--- src/rtl/lsu_pkg.sv ---
// Shared types and RV32I load/store funct3 encodings for the load/store writeback unit.
package lsu_pkg;
    localparam int DATA_W = 32;

    typedef enum logic [1:0] {IDLE, REQ, WAIT, WB} state_t;

    localparam logic [2:0] LB  = 3'b000;
    localparam logic [2:0] LH  = 3'b001;
    localparam logic [2:0] LW  = 3'b010;
    localparam logic [2:0] LBU = 3'b100;
    localparam logic [2:0] LHU = 3'b101;
    localparam logic [2:0] SB  = 3'b000;
    localparam logic [2:0] SH  = 3'b001;
    localparam logic [2:0] SW  = 3'b010;
endpackage

--- src/rtl/lsu_wb_if.sv ---
// Execute-stage, memory and register-file signals of the LSU; slave is the LSU side.
interface lsu_wb_if;
    import lsu_pkg::*;

    logic              in_valid;
    logic              in_ready;
    logic [4:0]        in_rd;
    logic              in_rf_wen;
    logic [DATA_W-1:0] in_alu_res;
    logic              in_is_load;
    logic              in_is_store;
    logic [2:0]        in_funct3;
    logic [DATA_W-1:0] in_store_data;
    logic              mem_req_valid;
    logic              mem_req_ready;
    logic [DATA_W-1:0] mem_addr;
    logic              mem_wen;
    logic [DATA_W-1:0] mem_wdata;
    logic [3:0]        mem_wmask;
    logic              mem_rsp_valid;
    logic [DATA_W-1:0] mem_rdata;
    logic              rf_wen;
    logic [4:0]        rf_rd;
    logic [DATA_W-1:0] rf_wdata;
    logic              commit;
    logic              align_err;

    modport slave (
        input  in_valid, in_rd, in_rf_wen, in_alu_res, in_is_load, in_is_store,
               in_funct3, in_store_data, mem_req_ready, mem_rsp_valid, mem_rdata,
        output in_ready, mem_req_valid, mem_addr, mem_wen, mem_wdata, mem_wmask,
               rf_wen, rf_rd, rf_wdata, commit, align_err
    );

    modport master (
        output in_valid, in_rd, in_rf_wen, in_alu_res, in_is_load, in_is_store,
               in_funct3, in_store_data, mem_req_ready, mem_rsp_valid, mem_rdata,
        input  in_ready, mem_req_valid, mem_addr, mem_wen, mem_wdata, mem_wmask,
               rf_wen, rf_rd, rf_wdata, commit, align_err
    );
endinterface

--- src/rtl/lsu_align.sv ---
// Combinational byte-lane logic: store shift/mask, load extract/extend, access error detection.
// When both class bits are set the access is treated as a store.
module lsu_align
    import lsu_pkg::*;
(
    input  logic [1:0]        off,
    input  logic [2:0]        funct3,
    input  logic              is_load,
    input  logic              is_store,
    input  logic [DATA_W-1:0] store_data,
    input  logic [DATA_W-1:0] rdata,
    output logic [DATA_W-1:0] wdata,
    output logic [3:0]        wmask,
    output logic [DATA_W-1:0] load_data,
    output logic              err
);
    logic [DATA_W-1:0] shifted;
    logic              misaligned;

    always_comb begin
        wdata   = store_data << {off, 3'b000};
        shifted = rdata >> {off, 3'b000};

        wmask = 4'b0000;
        if (is_store) begin
            case (funct3[1:0])
                2'b00:   wmask = 4'b0001 << off;
                2'b01:   wmask = 4'b0011 << off;
                default: wmask = 4'b1111;
            endcase
        end

        case (funct3)
            LB:      load_data = {{24{shifted[7]}}, shifted[7:0]};
            LH:      load_data = {{16{shifted[15]}}, shifted[15:0]};
            LBU:     load_data = {24'd0, shifted[7:0]};
            LHU:     load_data = {16'd0, shifted[15:0]};
            default: load_data = shifted;
        endcase

        misaligned = (funct3[1:0] == 2'b01 && off[0]) ||
                     (funct3[1:0] == 2'b10 && off != 2'b00);

        err = 1'b0;
        if (is_store)
            err = misaligned || funct3[2] || funct3 == 3'b011;
        else if (is_load)
            err = misaligned || funct3 == 3'b011 || funct3 == 3'b110 || funct3 == 3'b111;
    end
endmodule

--- src/rtl/lsu_wb.sv ---
// Load/store + writeback stage: one op in flight, ALU ops retire 1 cycle after accept.
// in_ready only in IDLE; mem request held stable until mem_req_ready.
module lsu_wb
    import lsu_pkg::*;
#(
    parameter int XLEN = 32
) (
    input  logic     clk,
    input  logic     rst_n,
    lsu_wb_if.slave  bus
);
    state_t state, state_nxt;

    logic [4:0]      rd_q;
    logic            rf_wen_q, is_load_q, is_store_q, err_q;
    logic [2:0]      f3_q;
    logic [XLEN-1:0] alu_q, sdata_q, ld_q;

    logic            accept, in_load, in_mem;
    logic [1:0]      a_off;
    logic [2:0]      a_f3;
    logic            a_load, a_store, a_err;
    logic [XLEN-1:0] a_sdata, a_wdata, a_ldata;
    logic [3:0]      a_wmask;

    assign accept  = state == IDLE && bus.in_valid;
    assign in_load = bus.in_is_load && !bus.in_is_store;
    assign in_mem  = bus.in_is_load || bus.in_is_store;

    // The aligner looks at the live inputs while IDLE (error check at accept)
    // and at the latched op in every other state.
    always_comb begin
        if (state == IDLE) begin
            a_off   = bus.in_alu_res[1:0];
            a_f3    = bus.in_funct3;
            a_load  = in_load;
            a_store = bus.in_is_store;
            a_sdata = bus.in_store_data;
        end else begin
            a_off   = alu_q[1:0];
            a_f3    = f3_q;
            a_load  = is_load_q;
            a_store = is_store_q;
            a_sdata = sdata_q;
        end
    end

    lsu_align u_align (
        .off        (a_off),
        .funct3     (a_f3),
        .is_load    (a_load),
        .is_store   (a_store),
        .store_data (a_sdata),
        .rdata      (bus.mem_rdata),
        .wdata      (a_wdata),
        .wmask      (a_wmask),
        .load_data  (a_ldata),
        .err        (a_err)
    );

    always_ff @(posedge clk or negedge rst_n) begin
        if (!rst_n) state <= IDLE;
        else        state <= state_nxt;
    end

    always_comb begin
        state_nxt = state;
        case (state)
            IDLE: if (accept) state_nxt = (!in_mem || a_err) ? WB : REQ;
            REQ:  if (bus.mem_req_ready) state_nxt = WAIT;
            WAIT: if (bus.mem_rsp_valid) state_nxt = WB;
            WB:   state_nxt = IDLE;
            default: state_nxt = IDLE;
        endcase

        bus.in_ready      = rst_n && state == IDLE;
        bus.mem_req_valid = state == REQ;
        bus.mem_addr      = '0;
        bus.mem_wen       = 1'b0;
        bus.mem_wdata     = '0;
        bus.mem_wmask     = 4'b0000;
        bus.rf_wen        = 1'b0;
        bus.rf_rd         = 5'd0;
        bus.rf_wdata      = '0;
        bus.commit        = 1'b0;
        bus.align_err     = 1'b0;

        if (state == REQ) begin
            bus.mem_addr  = {alu_q[XLEN-1:2], 2'b00};
            bus.mem_wen   = is_store_q;
            bus.mem_wdata = a_wdata;
            bus.mem_wmask = a_wmask;
        end
        if (state == WB) begin
            bus.rf_wen    = rf_wen_q && rd_q != 5'd0 && !err_q && !is_store_q;
            bus.rf_rd     = rd_q;
            bus.rf_wdata  = is_load_q ? ld_q : alu_q;
            bus.commit    = 1'b1;
            bus.align_err = err_q;
        end
    end

    always_ff @(posedge clk or negedge rst_n) begin
        if (!rst_n) begin
            rd_q       <= 5'd0;
            rf_wen_q   <= 1'b0;
            is_load_q  <= 1'b0;
            is_store_q <= 1'b0;
            err_q      <= 1'b0;
            f3_q       <= 3'd0;
            alu_q      <= '0;
            sdata_q    <= '0;
            ld_q       <= '0;
        end else if (accept) begin
            rd_q       <= bus.in_rd;
            rf_wen_q   <= bus.in_rf_wen;
            is_load_q  <= in_load;
            is_store_q <= bus.in_is_store;
            err_q      <= a_err;
            f3_q       <= bus.in_funct3;
            alu_q      <= bus.in_alu_res;
            sdata_q    <= bus.in_store_data;
            ld_q       <= '0;
        end else if (state == WAIT && bus.mem_rsp_valid && is_load_q) begin
            ld_q       <= a_ldata;
        end
    end
endmodule

--- src/flat_wrapper.sv ---
// flat-port wrapper written by rule: the top's interface ports become plain ports
module lsu_wb_flat import lsu_pkg::*;
#(
    parameter int XLEN = 32
)
  (clk, rst_n, bus_in_valid, bus_in_rd, bus_in_rf_wen, bus_in_alu_res, bus_in_is_load, bus_in_is_store, bus_in_funct3, bus_in_store_data, bus_mem_req_ready, bus_mem_rsp_valid, bus_mem_rdata, bus_in_ready, bus_mem_req_valid, bus_mem_addr, bus_mem_wen, bus_mem_wdata, bus_mem_wmask, bus_rf_wen, bus_rf_rd, bus_rf_wdata, bus_commit, bus_align_err);
  lsu_wb_if bus_i ();
  input  logic clk;
  input  logic rst_n;
  input wire logic [$bits(bus_i.in_valid)-1:0] bus_in_valid;
  input wire logic [$bits(bus_i.in_rd)-1:0] bus_in_rd;
  input wire logic [$bits(bus_i.in_rf_wen)-1:0] bus_in_rf_wen;
  input wire logic [$bits(bus_i.in_alu_res)-1:0] bus_in_alu_res;
  input wire logic [$bits(bus_i.in_is_load)-1:0] bus_in_is_load;
  input wire logic [$bits(bus_i.in_is_store)-1:0] bus_in_is_store;
  input wire logic [$bits(bus_i.in_funct3)-1:0] bus_in_funct3;
  input wire logic [$bits(bus_i.in_store_data)-1:0] bus_in_store_data;
  input wire logic [$bits(bus_i.mem_req_ready)-1:0] bus_mem_req_ready;
  input wire logic [$bits(bus_i.mem_rsp_valid)-1:0] bus_mem_rsp_valid;
  input wire logic [$bits(bus_i.mem_rdata)-1:0] bus_mem_rdata;
  output wire logic [$bits(bus_i.in_ready)-1:0] bus_in_ready;
  output wire logic [$bits(bus_i.mem_req_valid)-1:0] bus_mem_req_valid;
  output wire logic [$bits(bus_i.mem_addr)-1:0] bus_mem_addr;
  output wire logic [$bits(bus_i.mem_wen)-1:0] bus_mem_wen;
  output wire logic [$bits(bus_i.mem_wdata)-1:0] bus_mem_wdata;
  output wire logic [$bits(bus_i.mem_wmask)-1:0] bus_mem_wmask;
  output wire logic [$bits(bus_i.rf_wen)-1:0] bus_rf_wen;
  output wire logic [$bits(bus_i.rf_rd)-1:0] bus_rf_rd;
  output wire logic [$bits(bus_i.rf_wdata)-1:0] bus_rf_wdata;
  output wire logic [$bits(bus_i.commit)-1:0] bus_commit;
  output wire logic [$bits(bus_i.align_err)-1:0] bus_align_err;
  assign bus_i.in_valid = bus_in_valid;
  assign bus_i.in_rd = bus_in_rd;
  assign bus_i.in_rf_wen = bus_in_rf_wen;
  assign bus_i.in_alu_res = bus_in_alu_res;
  assign bus_i.in_is_load = bus_in_is_load;
  assign bus_i.in_is_store = bus_in_is_store;
  assign bus_i.in_funct3 = bus_in_funct3;
  assign bus_i.in_store_data = bus_in_store_data;
  assign bus_i.mem_req_ready = bus_mem_req_ready;
  assign bus_i.mem_rsp_valid = bus_mem_rsp_valid;
  assign bus_i.mem_rdata = bus_mem_rdata;
  assign bus_in_ready = bus_i.in_ready;
  assign bus_mem_req_valid = bus_i.mem_req_valid;
  assign bus_mem_addr = bus_i.mem_addr;
  assign bus_mem_wen = bus_i.mem_wen;
  assign bus_mem_wdata = bus_i.mem_wdata;
  assign bus_mem_wmask = bus_i.mem_wmask;
  assign bus_rf_wen = bus_i.rf_wen;
  assign bus_rf_rd = bus_i.rf_rd;
  assign bus_rf_wdata = bus_i.rf_wdata;
  assign bus_commit = bus_i.commit;
  assign bus_align_err = bus_i.align_err;
  lsu_wb #(.XLEN(XLEN)) u_core (.clk(clk), .rst_n(rst_n), .bus(bus_i));
endmodule
--- config.mk ---
export PLATFORM = sky130hd
export DESIGN_NAME = lsu_wb_flat
export DESIGN_NICKNAME = d
export VERILOG_FILES = /design/src/rtl/lsu_pkg.sv /design/src/rtl/lsu_wb_if.sv /design/src/rtl/lsu_align.sv /design/src/rtl/lsu_wb.sv /design/src/flat_wrapper.sv
export SDC_FILE = /design/constraint.sdc
export NUM_CORES = 1
export LEC_CHECK = 0
export CAP_MARGIN = 30
export CORE_ASPECT_RATIO = 1.5
export CORE_MARGIN = 5
export CORE_UTILIZATION = 35
export DETAILED_ROUTE_END_ITERATION = 7
export GPL_ROUTABILITY_DRIVEN = 0
export GPL_TIMING_DRIVEN = 0
export PLACE_DENSITY_LB_ADDON = 0.2
export SETUP_SLACK_MARGIN = 0.05
export SKIP_CTS_REPAIR_TIMING = 1
export SLEW_MARGIN = 25
export SYNTH_ARGS = -nofsm -noshare
export SYNTH_HDL_FRONTEND = slang
export SYNTH_SLANG_ARGS = --single-unit
export TNS_END_PERCENT = 1
--- constraint.sdc ---
create_clock -name clk -period 3.1 [get_ports clk]
set_clock_uncertainty 0.2 [all_clocks]
set_input_delay 0.62 -clock clk [delete_from_list [all_inputs] [get_ports clk]]
set_output_delay 0.62 -clock clk [all_outputs]
set_load 0.005 [all_outputs]
== Yosys cells after proc, flatten, opt, wreduce, memory -nomap -nowiden ==
Cells that the tools add are included.

* Output and inout bits: 111
* Bits in registers: 110

* Muxes and demuxes: 27
* Reduce and logical (&&, ||, !) cells: 29
* Shift-type cells: 4
* Eq/ne operators: 14

{| class="wikitable"
|+ Operators by type and width
! cell !! number
|-
| two-way mux 32 bit || 7
|-
| one-hot mux 32 bit (4 select lines) || 1
|-
| << shifter 32 x 5 -> 32 bit || 1
|-
| >> shifter 32 x 5 -> 32 bit || 1
|-
| equality test 3 bit (second input constant) || 4
|-
| logical AND 1 bit || 10
|-
| two-way mux 2 bit || 5
|-
| logical OR 1 bit || 8
|-
| two-way mux 1 bit || 8
|-
| two-way mux 4 bit || 2
|-
| one-hot mux 2 bit (4 select lines) || 1
|-
| one-hot mux 4 bit (2 select lines) || 1
|-
| equality test 2 bit (second input constant) || 3
|-
| two-way mux 5 bit || 1
|-
| nonzero test 5 bit || 1
|-
| equality test 2 x 1 -> 1 bit (second input constant) || 2
|-
| logical NOT 1 bit || 4
|-
| logical NOT 2 bit || 2
|-
| inequality test 2 bit (second input constant) || 2
|-
| nonzero test 2 bit || 2
|-
| << shifter 1 x 2 -> 4 bit (first input constant) || 1
|-
| << shifter 2 x 2 -> 4 bit (first input constant) || 1
|-
| equality test 3 x 1 -> 1 bit (second input constant) || 1
|-
| equality test 3 x 2 -> 1 bit (second input constant) || 1
|-
| 4 further kinds || 4
|}

== Depth between registers and ports, before layout ==
* Word-level depth: 14
* Mapped depth: 10

== Cells and area by module ==
Synthesis repeated with hierarchy kept, for this count alone.

* Cell total of the unflattened synthesis: 899
* Area total of the unflattened synthesis: 7375.8 sq um

{| class="wikitable"
|+ By module, submodules not included
! module !! cells each !! times used !! area each (sq um)
|-
| lsu_wb || 688 || 1 || 5949.5
|-
| lsu_align || 211 || 1 || 1426.4
|}

== Worst setup path before layout ==
Ideal clock, no wire load.

* Path type: register to output
* Start point: register u_core.state[0]
* End point: output port bus_mem_wdata[30]
* Buffers on the path: 2
* Setup slack: 208 ps
* Arrival: 2072 ps
* Stages on the path, launching flop included: 8
* Path through: dfrtp_1 inv_1 ha_1 mux2i_2 clkbuf_1 clkbuf_1 o211ai_1 a21oi_1

* Longest elaborated chain between the ends: 4
* Elaborated cells between the ends (all ways): 6
* Those cells by class: 1 x eq/ne; 1 x shift; 3 x mux; 1 x reduce/logical

{| class="wikitable"
|+ RTL lines
! what !! RTL line !! source
|-
| start, declared || lsu_wb.sv:12 || <nowiki>state_t state, state_nxt;</nowiki>
|-
| start signal, assigned || lsu_wb.sv:63 || <nowiki>else state <= state_nxt;</nowiki>
|-
| logical NOT 2 bit || lsu_wb.sv:33 || <nowiki>if (state == IDLE) begin</nowiki>
|-
| two-way mux 32 bit or two-way mux 2 bit (tied branches) || lsu_wb.sv:33 ||
|-
| << shifter 32 x 5 -> 32 bit || lsu_align.sv:21 || <nowiki>wdata = store_data << {off, 3'b000};</nowiki>
|-
| two-way mux 32 bit (*) || lsu_wb.sv:88 || <nowiki>if (state == REQ) begin</nowiki>
|-
| end, declared || flat_wrapper.sv:25 || <nowiki>output wire logic [$bits(bus_i.mem_wdata)-1:0] bus_mem_wdata;</nowiki>
|}

Mark *: on every way between the ends. The rest lies on a longest branch, timed or not.

== Final worst setup path ==
* Start point: register u_core.state[1]
* End point: output port bus_mem_wdata[14]

Same word-level chain as after synthesis.

==> key figures <==
Synth
  • Seq/Total Area, Yosys: 0.397
  • Multiplexer share of the synthesized area: 0.275
  • Post-Synth Simple-Gate Area: 0.149
  • Adder-cell share of the synthesized area: 0.00901
  • Avg Cell Area, Syn: 10.2 sq um
  • Xor/xnor cell area share of the yosys netlist: 0
  • Mapped cell area: 6940 sq um
  • EDFF count, synth: 0
  • Netlist cell types: 49
  • Most used DFF post-synth: dfrtp_1
  • Mapped Cells: 681
  • Post-synth ARST share: 1.00
  • Main combinational cell family by area after synthesis: multiplexers
  • Compound-gate portion of the synthesized area: 0.133
  • #FFs+latches synth: 110
  • Synth warnings: 0

Floorplanning
  • DIE AREA: 22800 sq um
  • Die Ht: 182 um
  • Die X: 125 um
  • Core Footprint: 19600 sq um
  • Initial Util: 0.354
  • Site Rows: 63
  • Io pins: 223

Worst setup path
  • Bufs and invs on worst path: 3
  • Worst path max stage delay: 0.54 ns
  • Crit-path max FO: 10
  • Reg2reg start: u_core.state[1]
  • Critical path, cell by cell: inv_2 -> ha_4 -> mux2i_4 -> buf_8 -> nand2_4 -> a211oi_4 -> clkdlybuf4s50_1
  • Delay-heaviest family, CP: buffers and inverters
  • CP arrival: 2.52 ns
  • FF-to-FF path depth: 10
  • R2R setup slack: 0.09 ns
  • CP Class: register to output pin
  • WP data required: 2.28 ns
  • Crit end category: output pin
  • Slowest CP cell: clkdlybuf4s50_1
  • Startpoint types: register
  • R2r endpoint: u_core.ld_q[19]

Clocking
  • H-tree levels: 3
  • Clock buffer depth: 2
  • Root Buffer: clkbuf_16
  • Clock-pin slew on the worst setup and hold paths: 0.08 ns
  • CTS Buf Count: 9
  • # clock sinks: 110
  • TritonCTS clock tree: yes
  • Worst-Skew Late Latency: 0.36 ns

Route
  • DR WL/cell: 21.1 um
  • Post-DRT Antenna Nets: 0
  • # DRC: 0
  • Vias/cell: 5.27
  • Detailed Routing Iterations Pass 1: 4
  • Via count: 6351
  • 1st-iter DRT viols: 288
  • Final Routed Wirelength: 25.5 mm

Global route
  • First-pass GRT wire length: 38.1 mm
  • Initial antenna violation count: 0
  • Vias in the first global route: 6563
  • Overflow after GRT: 0
  • GR Util All Layers: 0.215
  • Pin count of the biggest net entering global routing: 76

Status
  • Run status: complete, but fails checks
  • Failing checks: negative hold slack, negative setup slack

Timing
  • Final Hold Viols: 5
  • FMAX: 299 MHz
  • Hold_ws: -0.0115 ns
  • Worst setup margin: -0.240 ns
  • # setup viols final: 52
  • Slew HR: 0.416
  • Slew Limit Fails: 0
  • Final min period: 3.34 ns
  • RSZ-0062 raised after global routing: true
  • Fin crit share: 1.08
  • Final setup TNS: -3.81 ns
  • Worst-Margin Slew: 0.852 ns

Power
  • Worst vdd ir: 0.390 mV
  • Tot Pwr: 10.3 mW
  • Combinational share of power: 0.635
  • Reg power frac: 0.250
  • Net Sw Frac: 0.409
  • Cell-internal power: 6.09 mW
  • PwrDens: 981 nW/um^2
  • Clock Power Share: 0.114
  • Pleak: 4.75 nW
  • Switching power: 4.22 mW

Final layout
  • Synth-to-layout area growth: 51.5%
  • Filler cells: 1805
  • Area of the multi-input gates: 4230 sq um
  • Register Area: 2750 sq um
  • # diodes: 0
  • Share of cells above drive strength 1: 0.229
  • # nets final: 1056

Placed design
  • Port bufs: 219
  • Hpwl dp: 19.2 mm

Hold path
  • Worst Hold Class: input pin to asynchronous set/reset pin

Job
  • Max-cap violations: 0
## flip-flops by register name, summed over array words and instances, names as in the netlist, 2 cells and up
| signal | cells |
|---|---|
| u_core.alu_q | 32 |
| u_core.ld_q | 32 |
| u_core.sdata_q | 32 |
| u_core.rd_q | 5 |
| u_core.f3_q | 3 |
| u_core.state | 2 |
## worst register-to-register path, delay by kind of cell, from the launching register on
kind / cells / cell delay (ns)
compound gates: 2 / 0.85
mux: 2 / 0.59
buf+inv: 4 / 0.50
flops: 1 / 0.43
fa+ha+maj: 1 / 0.16
simple gates: 1 / 0.12
## routing by layer
layer / global-route usage / vias to the layer above / routed length, um
met5: 0 / - / 0
met4: 0.0920 / 0 / 818
met3: 0.0360 / 43 / 1420
met2: 0.384 / 228 / 13300
met1: 0.254 / 3118 / 9900
li1: - / 2962 / -
## layout by cell type, fill, tap and decap left out, drive strengths merged, types with 2 or more instances in the layout
cell type	instances
clkdlybuf4s50	185
dfrtp	110
mux2i	93
mux2	85
nand2	58
buf	53
nor2b	50
a21oi	40
and2	38
clkbuf	38
nor2	37
dlymetal6s2s	33
a211oi	23
o211ai	17
o21ai	12
a221o	8
a221oi	8
a32o	7
inv	6
ha	5
nor3	4
clkinvlp	3
nor4	3
nand3	3
a31oi	2
nor3b	2
nand2b	2
o221ai	2
a22oi	2
conb	2
clkinv	2
## per-stage QoR
step	hold WS (ns)	cells	cell area, sq um	util	worst slack [ns]
6_report	-0.0115	1204	10500	0.536	-0.240
5_1_grt	0.00265	1204	10500	0.536	-0.314
4_1_cts	-0.0790	1178	9790	0.499	-1.42
3_5_place_dp	0.288	1162	9490	0.484	-1.20
3_3_place_gp	0.275	1161	9460	0.482	-3.78
2_1_floorplan	0.124	682	6940	-	0.208
## cells by family (layout without fill, tap and decap cells)
| kind of cell | Yosys count | in the layout |
|---|---|---|
| muxes | 178 | 178 |
| DFF | 110 | 110 |
| adders and majority gates | 5 | 5 |
| buffers and inverters | 58 | 320 |
| and+or+nand+nor | 201 | 201 |
| AOI/OAI and AO/OA | 128 | 128 |
| other | 1 | 2 |
## power by group through the flow
stage,Sequential [mW],Clock (mW),Combinational [mW]
finish,2.58,1.18,6.55
CTS,2.53,1.20,5.75
global route,2.67,1.26,7.05
detailed placement,2.56,0,5.72
floorplan,2.39,0,3.48
global placement,2.54,0,5.68
## Yosys cell counts (3+ instances only)
| cell | instances | share of area |
|---|---|---|
| buf_4 | 4 | 0.0043 |
| ha_1 | 5 | 0.0090 |
| nand2_1 | 57 | 0.031 |
| nor2b_1 | 50 | 0.045 |
| nand3_1 | 3 | 0.0022 |
| mux2i_1 | 89 | 0.13 |
| nor2_1 | 37 | 0.020 |
| o21ai_0 | 3 | 0.0022 |
| buf_2 | 6 | 0.0043 |
| o211ai_1 | 17 | 0.018 |
| o21ai_1 | 9 | 0.0065 |
| clkbuf_1 | 32 | 0.017 |
| inv_1 | 5 | 0.0027 |
| dfrtp_1 | 110 | 0.40 |
| nor3_1 | 3 | 0.0022 |
| and2_1 | 38 | 0.034 |
| a211oi_1 | 23 | 0.025 |
| a21oi_1 | 40 | 0.029 |
| a221oi_1 | 8 | 0.010 |
| mux2_2 | 83 | 0.13 |
| a32o_1 | 7 | 0.010 |
| a221o_1 | 8 | 0.012 |
| mux2i_2 | 3 | 0.0059 |
| buf_1 | 9 | 0.0049 |
## area by class of cell
| cell class | instances | share of cell area |
|---|---|---|
| Buffer | 51 | 0.0339 |
| Multi-Input combinational cell | 514 | 0.402 |
| Sequential cell | 110 | 0.262 |
| Timing Repair Buffer | 247 | 0.241 |
| Clock buffer | 11 | 0.0240 |
| Tap cell | 260 | 0.0309 |
| Inverter | 6 | 0.00250 |
| Clock inverter | 5 | 0.00393 |
## how the worst max path moves through the flow
stage,start,endpoint,cells after the start
2_1_floorplan,u_core.state[0],bus_mem_wdata[30],7
3_3_place_gp,rst_n,bus_in_ready,3
3_5_place_dp,bus_in_alu_res[1],bus_mem_wdata[30],7
4_1_cts,u_core.state[0],bus_mem_wdata[30],8
5_1_grt,u_core.state[1],bus_mem_wdata[15],9
6_report,u_core.state[1],bus_mem_wdata[14],7
Note: power is estimated with default switching activity, not from simulation.
